==> config.mk <==
export PLATFORM = sky130hd
export DESIGN_NAME = load_store_unit
export DESIGN_NICKNAME = d
export VERILOG_FILES = /design/src/rtl/lsu_pkg.sv /design/src/rtl/lsu_load_align.sv /design/src/rtl/load_store_unit.sv
export SDC_FILE = /design/constraint.sdc
export NUM_CORES = 1
export LEC_CHECK = 0
export CORE_MARGIN = 2
export CORE_UTILIZATION = 40
export DETAILED_ROUTE_END_ITERATION = 12
export GPL_ROUTABILITY_DRIVEN = 0
export GPL_TIMING_DRIVEN = 0
export PLACE_DENSITY = 0.64
export REMOVE_ABC_BUFFERS = 1
export SLEW_MARGIN = 15
export SYNTH_ARGS = -nofsm -noshare
export SYNTH_HDL_FRONTEND = slang
export SYNTH_SLANG_ARGS = --single-unit
==> constraint.sdc <==
create_clock -name clk_i -period 2 [get_ports clk_i]
set_input_delay 0.3 -clock clk_i [delete_from_list [all_inputs] [get_ports clk_i]]
set_output_delay 0.3 -clock clk_i [all_outputs]
set_load 0.05 [all_outputs]
==> src/rtl/lsu_pkg.sv <==
// Shared definitions for the MEM-stage load/store unit: FUNC3 encodings,
// FSM states, byte-lane masks and FUNC3 normalisation helpers.
package lsu_pkg;

  localparam logic [2:0] F3_B  = 3'b000;
  localparam logic [2:0] F3_H  = 3'b001;
  localparam logic [2:0] F3_W  = 3'b010;
  localparam logic [2:0] F3_BU = 3'b100;
  localparam logic [2:0] F3_HU = 3'b101;

  localparam logic [3:0] STRB_B = 4'b0001;
  localparam logic [3:0] STRB_H = 4'b0011;
  localparam logic [3:0] STRB_W = 4'b1111;

  typedef enum logic [1:0] {
    ST_IDLE   = 2'd0,
    ST_FIRST  = 2'd1,
    ST_SECOND = 2'd2,
    ST_RESP   = 2'd3
  } lsu_state_e;

  // Collapse encodings the unit does not recognise onto a full-word access.
  function automatic logic [2:0] norm_func3(input logic is_store, input logic [2:0] f3);
    logic [2:0] r;
    r = F3_W;
    if (is_store) begin
      if (f3 == F3_B || f3 == F3_H) r = f3;
    end else begin
      if (f3 == F3_B || f3 == F3_H || f3 == F3_BU || f3 == F3_HU) r = f3;
    end
    return r;
  endfunction

  function automatic logic [3:0] size_mask(input logic [2:0] f3);
    logic [3:0] m;
    case (f3)
      F3_B, F3_BU: m = STRB_B;
      F3_H, F3_HU: m = STRB_H;
      default:     m = STRB_W;
    endcase
    return m;
  endfunction

endpackage

==> src/rtl/lsu_load_align.sv <==
// Extracts and extends a load result from the (up to) two memory words an
// access touched, given the byte offset and the access FUNC3.
module lsu_load_align
  import lsu_pkg::*;
(
  input  logic [31:0] high_i,
  input  logic [31:0] low_i,
  input  logic [1:0]  offset_i,
  input  logic [2:0]  func3_i,
  output logic [31:0] data_o
);

  logic [63:0] combined;
  logic [31:0] shifted;

  assign combined = {high_i, low_i};
  assign shifted  = combined[{offset_i, 3'b000} +: 32];

  always_comb begin
    data_o = shifted;
    case (func3_i)
      F3_B:    data_o = {{24{shifted[7]}}, shifted[7:0]};
      F3_BU:   data_o = {24'd0, shifted[7:0]};
      F3_H:    data_o = {{16{shifted[15]}}, shifted[15:0]};
      F3_HU:   data_o = {16'd0, shifted[15:0]};
      default: data_o = shifted;
    endcase
  end

endmodule

==> src/rtl/load_store_unit.sv <==
// MEM-stage load/store initiator: turns one load/store into one or two
// byte-strobed word requests on a REQ/ACK port and stalls until retired.
module load_store_unit
  import lsu_pkg::*;
#(
  parameter bit SPLIT_MISALIGNED = 1'b1
) (
  input  logic        clk_i,
  input  logic        reset_i,
  input  logic        lsu_valid_i,
  input  logic        mem_read_i,
  input  logic        mem_write_i,
  input  logic [2:0]  func3_i,
  input  logic [31:0] address_i,
  input  logic [31:0] write_data_i,
  output logic        stall_o,
  output logic        done_o,
  output logic [31:0] load_data_o,
  output logic        mem_req_o,
  output logic        mem_we_o,
  output logic [31:0] mem_addr_o,
  output logic [31:0] mem_wdata_o,
  output logic [3:0]  mem_wstrb_o,
  input  logic [31:0] mem_rdata_i,
  input  logic        mem_ack_i
);

  lsu_state_e  state_q, state_d;
  logic        we_q, we_d;
  logic [2:0]  func3_q, func3_d;
  logic [1:0]  offset_q, offset_d;
  logic        split_q, split_d;
  logic [31:0] wdata_q, wdata_d;
  logic [31:0] low_q, low_d;
  logic [31:0] load_data_q, load_data_d;
  logic        mem_req_q, mem_req_d;
  logic        mem_we_q, mem_we_d;
  logic [31:0] mem_addr_q, mem_addr_d;
  logic [31:0] mem_wdata_q, mem_wdata_d;
  logic [3:0]  mem_wstrb_q, mem_wstrb_d;

  // Decode of the instruction presented in IDLE.
  logic        req_valid;
  logic [2:0]  acc_f3;
  logic [3:0]  acc_mask;
  logic [1:0]  acc_off;
  logic        acc_split;
  logic [31:0] acc_wdata;
  logic [3:0]  acc_strb;

  assign req_valid = lsu_valid_i & (mem_read_i | mem_write_i);
  assign acc_f3    = norm_func3(mem_write_i, func3_i);
  assign acc_mask  = size_mask(acc_f3);

  always_comb begin
    acc_off = address_i[1:0];
    if (!SPLIT_MISALIGNED) begin
      if (acc_mask == STRB_W)      acc_off = 2'b00;
      else if (acc_mask == STRB_H) acc_off = {address_i[1], 1'b0};
    end
  end

  assign acc_split = SPLIT_MISALIGNED &&
                     (((acc_mask == STRB_W) && (acc_off != 2'b00)) ||
                      ((acc_mask == STRB_H) && (acc_off == 2'b11)));
  assign acc_wdata = write_data_i << {acc_off, 3'b000};
  assign acc_strb  = acc_mask << acc_off;

  // Second beat carries the bytes that spilled past the first word.
  logic [5:0]  sec_wshift;
  logic [2:0]  sec_sshift;
  logic [31:0] sec_wdata;
  logic [3:0]  sec_strb;

  assign sec_wshift = 6'd32 - {1'b0, offset_q, 3'b000};
  assign sec_sshift = 3'd4 - {1'b0, offset_q};
  assign sec_wdata  = wdata_q >> sec_wshift;
  assign sec_strb   = size_mask(func3_q) >> sec_sshift;

  // On the first beat the read word is still on the bus; on the second it is the high word.
  logic [31:0] align_low;
  logic [31:0] align_data;

  assign align_low = (state_q == ST_FIRST) ? mem_rdata_i : low_q;

  lsu_load_align u_align (
    .high_i   (mem_rdata_i),
    .low_i    (align_low),
    .offset_i (offset_q),
    .func3_i  (func3_q),
    .data_o   (align_data)
  );

  always_comb begin
    state_d     = state_q;
    we_d        = we_q;
    func3_d     = func3_q;
    offset_d    = offset_q;
    split_d     = split_q;
    wdata_d     = wdata_q;
    low_d       = low_q;
    load_data_d = load_data_q;
    mem_req_d   = mem_req_q;
    mem_we_d    = mem_we_q;
    mem_addr_d  = mem_addr_q;
    mem_wdata_d = mem_wdata_q;
    mem_wstrb_d = mem_wstrb_q;

    case (state_q)
      ST_IDLE: begin
        if (req_valid) begin
          state_d     = ST_FIRST;
          we_d        = mem_write_i;
          func3_d     = acc_f3;
          offset_d    = acc_off;
          split_d     = acc_split;
          wdata_d     = write_data_i;
          mem_req_d   = 1'b1;
          mem_we_d    = mem_write_i;
          mem_addr_d  = {address_i[31:2], 2'b00};
          mem_wdata_d = acc_wdata;
          mem_wstrb_d = mem_write_i ? acc_strb : 4'b0000;
        end
      end
      ST_FIRST: begin
        if (mem_ack_i) begin
          low_d = mem_rdata_i;
          if (split_q) begin
            state_d     = ST_SECOND;
            mem_addr_d  = mem_addr_q + 32'd4;
            mem_wdata_d = sec_wdata;
            mem_wstrb_d = we_q ? sec_strb : 4'b0000;
          end else begin
            state_d   = ST_RESP;
            mem_req_d = 1'b0;
            if (!we_q) load_data_d = align_data;
          end
        end
      end
      ST_SECOND: begin
        if (mem_ack_i) begin
          state_d   = ST_RESP;
          mem_req_d = 1'b0;
          if (!we_q) load_data_d = align_data;
        end
      end
      default: state_d = ST_IDLE;
    endcase
  end

  always_ff @(posedge clk_i) begin
    if (reset_i) begin
      state_q     <= ST_IDLE;
      we_q        <= 1'b0;
      func3_q     <= 3'd0;
      offset_q    <= 2'd0;
      split_q     <= 1'b0;
      wdata_q     <= 32'd0;
      low_q       <= 32'd0;
      load_data_q <= 32'd0;
      mem_req_q   <= 1'b0;
      mem_we_q    <= 1'b0;
      mem_addr_q  <= 32'd0;
      mem_wdata_q <= 32'd0;
      mem_wstrb_q <= 4'd0;
    end else begin
      state_q     <= state_d;
      we_q        <= we_d;
      func3_q     <= func3_d;
      offset_q    <= offset_d;
      split_q     <= split_d;
      wdata_q     <= wdata_d;
      low_q       <= low_d;
      load_data_q <= load_data_d;
      mem_req_q   <= mem_req_d;
      mem_we_q    <= mem_we_d;
      mem_addr_q  <= mem_addr_d;
      mem_wdata_q <= mem_wdata_d;
      mem_wstrb_q <= mem_wstrb_d;
    end
  end

  assign stall_o = !reset_i &&
                   (((state_q == ST_IDLE) && req_valid) ||
                    (state_q == ST_FIRST) || (state_q == ST_SECOND));
  assign done_o      = (state_q == ST_RESP);
  assign load_data_o = load_data_q;
  assign mem_req_o   = mem_req_q;
  assign mem_we_o    = mem_we_q;
  assign mem_addr_o  = mem_addr_q;
  assign mem_wdata_o = mem_wdata_q;
  assign mem_wstrb_o = mem_wstrb_q;

endmodule

==> flow_summary.json <==
{
  "io-pin-count": 209,
  "synthTopCellsByArea": "dfxtp_1 (37%), mux2i_1 (8.1%), nand2_1 (7.6%)",
  "first_pass_iters": 6,
  "antenna_found_initial": 1,
  "syn_to_final_growth_pct": 45.2,
  "cts_sinks": 172,
  "status": "complete, but fails checks",
  "synth.distinct_cells": 66,
  "ctsHoldBuffers": 0,
  "p_clk_share_pct": 14.4,
  "grt_overflow": 0,
  "synthArstFlopShare_pct": 0,
  "max_cap_violations": 0,
  "fin_hold_ws_ns": 0.301,
  "timing.rr.start": "state_q[1]$_SDFFE_PP0P_",
  "synth_top_family_by_area": "compound AO/OA/AOI/OAI gates",
  "p_int_mw": 12.4,
  "hold_start": "reset_i",
  "violations": "negative setup slack",
  "reg2reg_depth": 8,
  "drc": 0,
  "critPathCaptureType": "register",
  "maxSlewViolCount": 0,
  "switchingPower_mw": 11.2,
  "num_rows": 56,
  "synth-compound-area-share_pct": 23.0,
  "worst_slack_ns": -0.248,
  "seqPwrFrac_pct": 23.7,
  "fin_crit_sh_pct": 112,
  "insertion_delay_ns": 0.45,
  "fin_area_sq_mm": 0.0136,
  "tightest_slew_ns": 0.833,
  "setup_violations": 44,
  "timing.fmax_mhz": 445,
  "postRouteAntennaNets": 0,
  "num_vias": 9761,
  "drtIter0Drc": 659,
  "dp_slack_ns": -1.67,
  "grt_pass1_vias": 9360,
  "nFillCells": 2089,
  "post_synth_and_or_nand_nor_area_fraction_pct": 21.8,
  "ys_ff_latch": 172,
  "die_w_um": 157,
  "final_common_cell": "nand2_1",
  "synth_flop_cell": "dfxtp_1",
  "via_per_inst": 5.68,
  "critPathTopFamily": "multiplexers",
  "numCtsBuffers": 17,
  "min_path_type": "in -> reg",
  "numPortBuffers": 206,
  "slew-limit-headroom_pct": 44.4,
  "drive_above_1_share_pct": 17.7,
  "synth.top_cell.area_share_pct": 36.6,
  "crit_cells": 8,
  "arrival_ns": 2.54,
  "clockBufferDepth": 2,
  "pwr-share-comb_pct": 62.0,
  "root_buffer": "clkbuf_16",
  "avgSynthCellArea_sq_um": 8.08,
  "start_kind": "register",
  "grt_setup_unrepaired": "true",
  "critPathRequiredTime_ns": 2.29,
  "critPathLaunch": "state_q[1]$_SDFFE_PP0P_",
  "period_needed_ns": 2.25,
  "synth.area.mux_share_pct": 12.2,
  "swShare_pct": 47.6,
  "pwr_density_cell_mw_per_mm2": 1730,
  "dieArea_sq_mm": 0.0247,
  "p_leak_nw": 4.97,
  "htreeDepth": 4,
  "syn_area_sq_mm": 0.00940,
  "layout_common_cells": "nand2_1 (186), clkdlybuf4s50_1 (172), dfxtp_1 (164)",
  "synth_edf_count": 0,
  "min_path_cells": 2,
  "grt_pass1_wl_um": 51000,
  "crit_slowest_cell": "mux4_2",
  "hpwl_um": 19400,
  "die_h_um": 157,
  "ys_seq_area_share_pct": 36.6,
  "clock_skew_ns": 0.0164,
  "crit_fanout": 8,
  "placed_area_sq_mm": 0.0117,
  "yosysWarnings": 0,
  "vdd_drop_max_v": 0.000717,
  "post_drt_wl_per_cell_um": 19.5,
  "grt_use_total_pct": 26.3,
  "grt_max_degree": 100,
  "slowest_delay_ns": 0.52,
  "drt_wl_total_um": 33500,
  "synth_fa_ha_area_share_pct": 0.798,
  "cts_tree": "yes",
  "crit_buf_inv": 3,
  "hold_viol_final": 0,
  "worstPathCellList": "inv_2, ha_4, buf_16, mux2_4, mux4_2, a31oi_4, buf_12, a211oi_1",
  "yosys.area.top_type": "dfxtp_1",
  "final_nets": 1497,
  "syn_inst": 1164,
  "crit_type": "reg -> reg",
  "clkTransAtPathRegs_ns": 0.07,
  "coreArea_sq_mm": 0.0233,
  "synthXorXnorAreaFrac_pct": 0,
  "initial_core_util_pct": 40.4
}
## synthesized netlist by cell type, types with 15 or more instances
cell and count:
nand2_1 191, dfxtp_1 172, a21oi_1 116, nor2_1 102, mux2i_1 76, a211oi_1 73
clkbuf_1 58, nor3_1 47, o22ai_1 34, o21ai_0 29, nand3_1 27, buf_2 23
nor2b_1 18, inv_1 17, nand2b_1 16, mux4_2 15
## kinds of logic (layout without fill, tap and decap cells)
kind of cell    count (synthesis)  count (layout)
simple gates                  448             450
compound gates                325             326
flops                         172             172
buf+inv                       117             348
mux                            95              95
fa+ha+maj                       6               6
other cells                     1               3
## worst paths after layout
check / to / slack (ns)
worst min register to register: low_q[24]$_SDFFE_PP0P_ / 0.46
worst min-delay path: low_q[28]$_SDFFE_PP0P_ / 0.30
worst max register to register: load_data_o[18]$_SDFFE_PP0P_ / -0.25
worst max-delay path: load_data_o[18]$_SDFFE_PP0P_ / -0.25
## flip-flops by register name, summed over array words and instances (netlist names), 2 cells and up
name and flops:
wdata_q 32, mem_wdata_o 32, low_q 32, state_q 2, offset_q 2, mem_wstrb_o 4, mem_addr_o 30, load_data_o 32
func3_q 3
## layer usage
layer  GRT usage, %  share of wire [%]  up-vias
met5              0                  0        -
met4           11.3                3.3        0
met3           4.10                5.9       75
met2           42.6                 47      383
met1           34.9                 43     4629
li1               -                  -     4674
## layout make-up
| class | instances | area [sq um] | share of cell area (%) |
|---|---|---|---|
| repair inverters | 1 | 11.3 | 0.0825 |
| clock inverters | 15 | 161 | 1.18 |
| well taps | 319 | 399 | 2.92 |
| multi-input cells | 879 | 5920 | 43.4 |
| flip-flops and latches | 172 | 3460 | 25.4 |
| clock buffers | 17 | 425 | 3.12 |
| diodes | 1 | 2.50 | 0.0183 |
| repair buffers | 296 | 3160 | 23.1 |
| inverters | 19 | 110 | 0.807 |
## power groups by stage
stage	clock network (mW)	logic (mW)	registers [mW]
2_1_floorplan	0	4.64	7.78
3_3_place_gp	0	9.34	5.22
3_5_place_dp	0	11.8	5.60
4_1_cts	3.44	13.9	5.54
5_1_grt	3.58	15.5	5.74
6_report	3.39	14.6	5.58
## through the flow
stage	power, mW	utilization, %	setup TNS, ns	cells
2_1_floorplan	12.4	-	-312.77	1067
3_3_place_gp	14.6	49.1	-786.63	1592
3_5_place_dp	17.4	50.1	-86.95	1603
4_1_cts	22.9	56.6	-7.27	1690
5_1_grt	24.8	58.7	-10.58	1719
6_report	23.6	58.7	-5.69	1719
## repair_timing
| item | 4_1_cts | 5_1_grt |
|---|---|---|
| endpoints found under the setup margin | 154 | 130 |
| setup buffers | 47 | 27 |
| pin swaps | 23 | 20 |
| cloned | 9 | 3 |
| resized for setup | 111 | 60 |
## worst reg2reg max path: cells and delay by family, from the launching register on
kind                     cells  cell delay, ns
multiplexers                 2            0.83
AO/OA/AOI/OAI                2            0.38
adder cells (fa/ha/maj)      1            0.17
flip-flops                   1            0.34
buffers and inverters        3            0.38
(Power assumes the default switching activity.)
